**src/rtl/dfp_bmem_adapter.sv**
```systemverilog
// dfp_bmem_adapter
// Bridges one 256-bit cache DFP port to the 64-bit burst bmem interface.
// It serialises a line write into four consecutive beats, issues one read
// request per line, and collects tagged read beats into a full line. Only
// one transaction is in flight at a time. bmem_* outputs are combinational
// from state, counter and request inputs. dfp_rdata, dfp_resp and busy are
// registered.

module dfp_bmem_adapter #(
  parameter int ADDR_WIDTH = 32,
  parameter int BEAT_WIDTH = 64,
  parameter int LINE_WIDTH = 256
) (
  input  logic                  clk,
  input  logic                  rst,
  input  logic [ADDR_WIDTH-1:0] dfp_addr,
  input  logic                  dfp_read,
  input  logic                  dfp_write,
  input  logic [LINE_WIDTH-1:0] dfp_wdata,
  output logic [LINE_WIDTH-1:0] dfp_rdata,
  output logic                  dfp_resp,
  output logic                  busy,
  output logic [ADDR_WIDTH-1:0] bmem_addr,
  output logic                  bmem_read,
  output logic                  bmem_write,
  output logic [BEAT_WIDTH-1:0] bmem_wdata,
  input  logic                  bmem_ready,
  input  logic [ADDR_WIDTH-1:0] bmem_raddr,
  input  logic [BEAT_WIDTH-1:0] bmem_rdata,
  input  logic                  bmem_rvalid
);

  localparam int BEATS    = LINE_WIDTH / BEAT_WIDTH;
  localparam int OFF_BITS = $clog2(LINE_WIDTH / 8);

  // The beat counter is two bits wide, which fixes the line at four beats.
  localparam logic [1:0] LAST_BEAT = 2'(BEATS - 1);

  localparam logic [1:0] IDLE    = 2'd0;
  localparam logic [1:0] RD_WAIT = 2'd1;
  localparam logic [1:0] WR_BEAT = 2'd2;
  localparam logic [1:0] RESP    = 2'd3;

  // This mask clears the byte offset so that bmem only ever sees line-aligned addresses.
  localparam logic [ADDR_WIDTH-1:0] LINE_MASK =
    {{(ADDR_WIDTH-OFF_BITS){1'b1}}, {OFF_BITS{1'b0}}};

  logic [1:0]                       state_r;
  logic [1:0]                       state_next_s;
  logic [1:0]                       cnt_r;
  logic [1:0]                       cnt_next_s;
  logic [ADDR_WIDTH-1:0]            tag_r;
  logic [LINE_WIDTH-BEAT_WIDTH-1:0] line_r;
  logic [LINE_WIDTH-1:0]            dfp_rdata_r;
  logic                             dfp_resp_r;
  logic                             busy_r;

  logic [ADDR_WIDTH-1:0]            aligned_addr_s;
  logic                             accept_wr_s;
  logic                             accept_rd_s;
  logic                             beat_hit_s;

  assign aligned_addr_s = dfp_addr & LINE_MASK;

  // Write has priority when both requests are raised at the same time, although that case is illegal.
  assign accept_wr_s = (state_r == IDLE) && dfp_write && bmem_ready;
  assign accept_rd_s = (state_r == IDLE) && !dfp_write && dfp_read && bmem_ready;

  // A beat counts only while waiting on a read and only when its tag matches the outstanding line.
  assign beat_hit_s  = (state_r == RD_WAIT) && bmem_rvalid && (bmem_raddr == tag_r);

  // Next-state and beat-counter logic.
  always_comb begin
    state_next_s = state_r;
    cnt_next_s   = cnt_r;
    case (state_r)
      IDLE: begin
        if (accept_wr_s) begin
          state_next_s = WR_BEAT;
          cnt_next_s   = 2'd1;
        end else if (accept_rd_s) begin
          state_next_s = RD_WAIT;
          cnt_next_s   = 2'd0;
        end else begin
          state_next_s = IDLE;
          cnt_next_s   = 2'd0;
        end
      end
      WR_BEAT: begin
        cnt_next_s = cnt_r + 2'd1;
        if (cnt_r == LAST_BEAT) begin
          state_next_s = RESP;
        end else begin
          state_next_s = WR_BEAT;
        end
      end
      RD_WAIT: begin
        if (beat_hit_s) begin
          cnt_next_s = cnt_r + 2'd1;
          if (cnt_r == LAST_BEAT) begin
            state_next_s = RESP;
          end else begin
            state_next_s = RD_WAIT;
          end
        end else begin
          state_next_s = RD_WAIT;
        end
      end
      RESP: begin
        state_next_s = IDLE;
        cnt_next_s   = 2'd0;
      end
      default: begin
        state_next_s = IDLE;
        cnt_next_s   = 2'd0;
      end
    endcase
  end

  // Drive bmem requests and beats; everything is held at zero while reset is asserted.
  always_comb begin
    bmem_read  = 1'b0;
    bmem_write = 1'b0;
    bmem_addr  = {ADDR_WIDTH{1'b0}};
    bmem_wdata = {BEAT_WIDTH{1'b0}};
    if (rst) begin
      case (state_r)
        IDLE: begin
          if (accept_wr_s) begin
            bmem_write = 1'b1;
            bmem_addr  = aligned_addr_s;
            bmem_wdata = dfp_wdata[BEAT_WIDTH-1:0];
          end else if (accept_rd_s) begin
            bmem_read  = 1'b1;
            bmem_addr  = aligned_addr_s;
          end else begin
            bmem_read  = 1'b0;
            bmem_write = 1'b0;
          end
        end
        WR_BEAT: begin
          bmem_write = 1'b1;
          bmem_addr  = tag_r;
          bmem_wdata = dfp_wdata[int'(cnt_r) * BEAT_WIDTH +: BEAT_WIDTH];
        end
        default: begin
          bmem_read  = 1'b0;
          bmem_write = 1'b0;
        end
      endcase
    end else begin
      bmem_read  = 1'b0;
      bmem_write = 1'b0;
    end
  end

  // Sequential state: FSM, counter, tag, beat buffer and the registered DFP outputs.
  always_ff @(posedge clk or negedge rst) begin
    if (!rst) begin
      state_r     <= IDLE;
      cnt_r       <= 2'd0;
      tag_r       <= {ADDR_WIDTH{1'b0}};
      line_r      <= {(LINE_WIDTH-BEAT_WIDTH){1'b0}};
      dfp_rdata_r <= {LINE_WIDTH{1'b0}};
      dfp_resp_r  <= 1'b0;
      busy_r      <= 1'b0;
    end else begin
      state_r    <= state_next_s;
      cnt_r      <= cnt_next_s;
      dfp_resp_r <= (state_next_s == RESP);
      busy_r     <= (state_next_s != IDLE);
      if (accept_wr_s || accept_rd_s) begin
        tag_r <= aligned_addr_s;
      end
      if (beat_hit_s) begin
        if (cnt_r == LAST_BEAT) begin
          // The final beat goes straight to the output register, so the full line is valid during RESP.
          dfp_rdata_r <= {bmem_rdata, line_r};
        end else begin
          line_r[int'(cnt_r) * BEAT_WIDTH +: BEAT_WIDTH] <= bmem_rdata;
        end
      end
    end
  end

  assign dfp_rdata = dfp_rdata_r;
  assign dfp_resp  = dfp_resp_r;
  assign busy      = busy_r;

endmodule
```
**config.mk**
```make
export PLATFORM = sky130hd
export DESIGN_NAME = dfp_bmem_adapter
export DESIGN_NICKNAME = d
export VERILOG_FILES = /design/src/rtl/dfp_bmem_adapter.sv
export SDC_FILE = /design/constraint.sdc
export NUM_CORES = 1
export LEC_CHECK = 0
export CORE_AREA = 2 2 288 290
export DETAILED_ROUTE_END_ITERATION = 10
export DIE_AREA = 0 0 290 292
export PLACE_DENSITY_LB_ADDON = 0.2
export SKIP_LAST_GASP = 1
export SYNTH_ARGS = -nofsm -noshare
export SYNTH_HDL_FRONTEND = slang
export SYNTH_SLANG_ARGS = --single-unit
```
**constraint.sdc**
```tcl
create_clock -name clk -period 4.9 [get_ports clk]
set_clock_uncertainty 0.1 [all_clocks]
set_input_delay 0.98 -clock clk [delete_from_list [all_inputs] [get_ports clk]]
set_output_delay 0.98 -clock clk [all_outputs]
set_load 0.05 [all_outputs]
```
; Yosys cells after proc, flatten, opt, wreduce, memory -nomap -nowiden
; Index checks and enable logic that the tools add are counted.
[word_totals]
register_bits = 481
latchBits = 0
ram_bits = 0
mem_bits_ro = 0
in_bits = 390
output_inout_bits = 356
n_memories = 0
[op_classes]
n_addsub = 2
mul = 0
div_mod_pow = 0
magnitude_cmp = 0
eq_ne = 7
shift = 3
mux = 24
bitwise_logic = 1
reduce_logical = 13
[ops]
columns = cell, count
row1 = 256-bit by 9-bit indexed part select with 64-bit output, 1
row2 = 192-bit bitwise mux, 1
row3 = 64-bit by 33-bit variable shift with 192-bit output (first input constant), 1
row4 = 64-bit by 33-bit indexed part select with 192-bit output, 1
row5 = 64-bit 2-to-1 mux, 2
row6 = 64-bit case mux with 2 select lines, 1
row7 = 32-bit 2-to-1 mux, 3
row8 = 32-bit case mux with 2 select lines, 1
row9 = 8-bit negation with 33-bit output, 1
row10 = 32-bit equality test, 1
row11 = 2-bit case mux with 4 select lines, 2
row12 = 1-bit 2-to-1 mux, 9
row13 = 2-bit equality test (second input constant), 4
row14 = 2-bit 2-to-1 mux, 4
row15 = 1-bit logical AND, 7
row16 = 2-bit AND reduction, 2
row17 = 2-bit by 1-bit adder with 2-bit output (second input constant), 1
row18 = 2-bit by 1-bit equality test with 1-bit output (second input constant), 1
row19 = 2-bit logical NOT, 1
row20 = 2-bit inequality test (second input constant), 1
row21 = 1-bit case mux with 2 select lines, 1
row22 = 2-bit nonzero test, 1
row23 = 1-bit logical NOT, 1
row24 = 1-bit logical OR, 1
row25 = 1-bit NOT, 1

; Logic depth before layout (Yosys ltp)
[depth]
ltp_word = 8
mapped_depth = 9
mapped_depth_nobuf = 6

; Worst setup path before layout
; OpenSTA, ideal clock, no wires.
[synth_path]
path_kind = in2out
start = in bmem_ready
end = out bmem_addr[11]
arrival_ns = 2.907
required_ns = 3.820
slack_ns = 0.913
stages = 5
path_buffers = 1
path_cell_list = nand2_1 > nor2_1 > clkbuf_1 > nand2_1 > a21boi_0
[synth_via]
elab_chain_cells = 5
[synth_lines]
columns = item, line
row1 = start: declaration, 27  ; input logic bmem_ready,
row2 = 1-bit logical AND, 67  ; assign accept_rd_s = (state_r == IDLE) && !dfp_write && dfp_read && bmem_ready;
row3 = 32-bit 2-to-1 mux, 133  ; end else if (accept_rd_s) begin
row4 = 32-bit 2-to-1 mux *, 129  ; if (accept_wr_s) begin
row5 = 32-bit case mux with 2 select lines *, 127  ; case (state_r)
row6 = 32-bit 2-to-1 mux *, 126  ; if (rst) begin
row7 = end: declaration, 23  ; output logic [ADDR_WIDTH-1:0] bmem_addr,
; Mark *: on every way between the ends. The rest lies on a longest branch, timed or not.

; Worst setup path in the final report
[layout_path]
start = reg cnt_r[0]
end = out bmem_wdata[11]
[layout_via]
elab_chain_cells = 3
[layout_lines]
columns = item, line
row1 = start: declaration, 50  ; logic [1:0] cnt_r;
row2 = start signal: assignment, 169  ; cnt_r <= cnt_next_s;
row3 = 256-bit by 9-bit indexed part select with 64-bit output, 144  ; bmem_wdata = dfp_wdata[int'(cnt_r) * BEAT_WIDTH +: BEAT_WIDTH];
row4 = 64-bit case mux with 2 select lines, 127
row5 = 64-bit 2-to-1 mux, 126
row6 = end: declaration, 26  ; output logic [BEAT_WIDTH-1:0] bmem_wdata,
; Every way passes these cells.

==> results.txt <==
The largest total area in the synthesized netlist belongs to dfrtp_1. The clock reaches the later pin of the worst-skew pair after 0.60 ns. The synthesized design contains 481 register bits. Dividing the detail-routed wire length by the instance count gives 23.3 µm. The count of input and output buffers came out at 735. The aggregate routed wire length is 86400 µm. The sequential area share after synthesis came out at 0.538. In this run the static leakage power is 14.7 nW. The root buffer selected by CTS is clkbuf_16. The relative slew slack came out at 0.355. Once detail routing completed, the nets flagged for antenna violations numbered 0. The site row count is 105. The routing layer with the top usage in global route is met2. For this design, the slowest cell found on the critical path is dfrtp_4. The number of nets in the finished design came out at 2967. The clock period could shrink to 4.46 ns. For the worst setup path, the data required time is 3.82 ns.

The arrival time reported for the critical path endpoint is 3.38 ns. The worst hold path belongs to the class in -> async. The setup slack after layout came out at 0.440 ns.

The die boundary height is 292 µm. By area the synthesized netlist is led by dfrtp_1 (54%), mux2_2 (13%), mux2i_1 (8.7%), mux4_2 (6.4%), nand2_1 (5.1%). The number of search-and-repair iterations in the first detailed-routing pass came out at 5. The die boundary width came out at 290 µm.

Summed over all failing endpoints, the final setup total negative slack is 0 ns. The maximum operating frequency is 224 MHz. The number of buffers inserted by post-CTS setup repair came out at 0. Synthesis produced a netlist whose cell count is 1856. For this configuration, the core starts out at a cell density of 0.274. The critical path endpoint category is an output port. The final cell utilization of the core came out at 0.408. The number of instances resized during post-cts repair came out at 0.

The proportion of layout cells with a drive suffix above 1 came out at 0.194. The fraction of post-synthesis cell area in the top cell type by area is 0.538. The number of flops mapped to enable cells by yosys is 0. TritonCTS built the clock tree. After clock tree synthesis, the clock-pin slew on the worst setup and hold paths is 0.06 ns. The routability congestion estimate from global placement is 0.917. The max-slew violation total from the final report came to 0. The total cell area at the placement stage came out at 31300 µm². The area of the mapped netlist came out at 22400 µm².

At the pin with the least slew margin, the transition time is 0.968 ns. The maximum number of pins on one net before global-route repair came out at 168. The met3 layer usage reported by global route is 0.0436. The power consumption is 0.0121 W.

The worst IR drop on VDD is 0.000231 V. The cell family contributing the most delay on the critical path is buffers and inverters. The fill cell instance count of the final layout is 7714.

The total count of hold-check failures in the final report came out at 0. The setup violation total in the final timing report came out at 0. The count of warnings emitted by yosys is 0.

Compared with the post-synthesis result, the final layout area differs by 48.9%. Timing analysis after detailed placement gives a worst setup slack of 0.583 ns. The hold buffer count at cts is 0. The count of buffering cells on the critical path with inverters included is 2. For this design the top-level I/O count stands at 746. The met1 global-route usage is 0.228.

Once detailed placement completed, the half-perimeter wirelength came to 64500 µm. The H-tree was split into 2 levels. The deepest clock path buffer count came out at 3.

The number of antenna violations at the first check in global routing is 45. The mean post-synth cell area is 12.0 µm². The delay of the slowest cell on the worst path came out at 0.93 ns. The async set-or-reset flop fraction in the synthesized netlist is 1.00. The most common cell in the synthesized netlist is dfrtp_1. The predominant post-synthesis flop cell is dfrtp_1.

The synthesized netlist contains 34 unique library cells. The power density over cell area is 364 nW/µm². The number of buffers added by the clock tree synthesis step is 55. The met2 track demand over resource is 0.347.

The path type of the worst setup path is reg -> out. The share of the cycle needed by the critical path after routing came out at 0.910. The flow ran to the end, and the final reports show no timing, DRC or antenna violations. Walking the worst path, the cells encountered are buf_12 -> mux4_2 -> a22oi_1 -> nor2_1 -> clkdlybuf4s50_1.

After detailed routing, the number of remaining DRC violations is 0. By count the netlist is led by dfrtp_1 (481), nand2_1 (305), mux2_2 (256). The total routing usage reported by global routing came out at 0.201.

The wire length of the first global-routing pass came out at 126000 µm. The per-cell via count in the routed design is 4.59. The finished cells cover 33300 µm². The highest net fanout along the worst path came out at 41. Setup repair after global routing left no endpoint under its margin.

Max-cap violations in this run came to 0. The routed layout has 17000 vias. The number of global-route vias before repair is 18300. The total congestion overflow came out at 0.

After floorplanning, the core was sized to cover 81600 µm². The floorplan step defined a die boundary enclosing 84700 µm². The worst setup path is launched from a flip-flop. The detailed router's first-iteration violation count came out at 747. The clock drives 481 sinks.
-- final cells by class --
cell class,instances,area (µm²),share of cell area
flip-flops and latches,481,12000,0.362
multi-input cells,1061,9070,0.272
repair buffers,773,8110,0.244
clock buffers,80,1640,0.0493
well taps,1070,1340,0.0402
inverters,196,736,0.0221
clock inverters,23,297,0.00891
diodes,23,57.6,0.00173
-- per-stage QoR --
| stage | hold WS (ns) | std cells |
|---|---|---|
| final | 0.369 | 3707 |
| after global routing | 0.367 | 3705 |
| after CTS | 0.339 | 3684 |
| after detailed placement | 0.388 | 3581 |
| after global placement | 0.386 | 3581 |
| after floorplan | 0.379 | 1860 |
-- worst reg2reg max path: cells and delay by family (launching register included) --
family	cells	cell delay, ns
muxes	1	0.18
and+or+nand+nor	2	0.47
DFF	1	0.93
adders and majority gates	1	0.45
buffers and inverters	2	0.88
-- final timing paths --
check	startpoint	to	slack [ns]	cells after the start
worst min register to register	line_r[62]$_DFFE_PN0P_	dfp_rdata[62]$_DFFE_PN0P_	0.40	1
worst max-delay path	cnt_r[0]$_DFFE_PN0P_	bmem_wdata[11]	0.44	5
worst max register to register	cnt_r[0]$_DFFE_PN0P_	line_r[129]$_DFFE_PN0P_	1.82	6
max in group asynchronous	rst	dfp_rdata[175]$_DFFE_PN0P_	2.06	4
worst min-delay path	rst	tag_r[14]$_DFFE_PN0P_	0.37	2
min in group clk	line_r[62]$_DFFE_PN0P_	dfp_rdata[62]$_DFFE_PN0P_	0.40	1
-- placed cells by master, fill, tap and decap left out, types with 34 or more instances in the layout --
cell type	n
buf_4	34
nor2_1	68
mux2i_1	194
clkbuf_16	57
dfrtp_1	479
buf_12	45
clkdlybuf4s50_1	693
mux2_2	256
mux4_2	64
nand2_1	305
a22oi_1	64
inv_1	196
-- power by group --
part	internal (W)	total, W	switching [W]
clock network	0.00265	0.00438	0.00173
logic	0.00140	0.00347	0.00207
registers	0.00409	0.00428	0.000183
-- metal layers --
| metal | up-vias | wire [µm] |
|---|---|---|
| met5 | - | 0 |
| met3 | 176 | 4860 |
| met1 | 8536 | 33100 |
| met4 | 0 | 5150 |
| li1 | 7687 | - |
| met2 | 618 | 43300 |
-- registers in the layout (all words and copies together) (netlist names) --
signal,flops
dfp_rdata,256
line_r,192
tag_r,27
cnt_r,2
state_r,2
busy,1
dfp_resp,1
-- logic make-up (layout without fill, tap and decap cells) --
group | count (synthesis) | after routing | synth area share
multiplexers | 514 | 514 | 0.280
flip-flops | 481 | 481 | 0.538
AND/OR/NAND/NOR | 406 | 406 | 0.0726
buffers and inverters | 318 | 1072 | 0.0599
AO/OA/AOI/OAI | 100 | 100 | 0.0333
XOR/XNOR | 27 | 27 | 0.0106
adder cells (fa/ha/maj) | 9 | 9 | 0.00504
other | 1 | 28 | 0.000168
No activity file was read; power rests on OpenSTA's default activity.
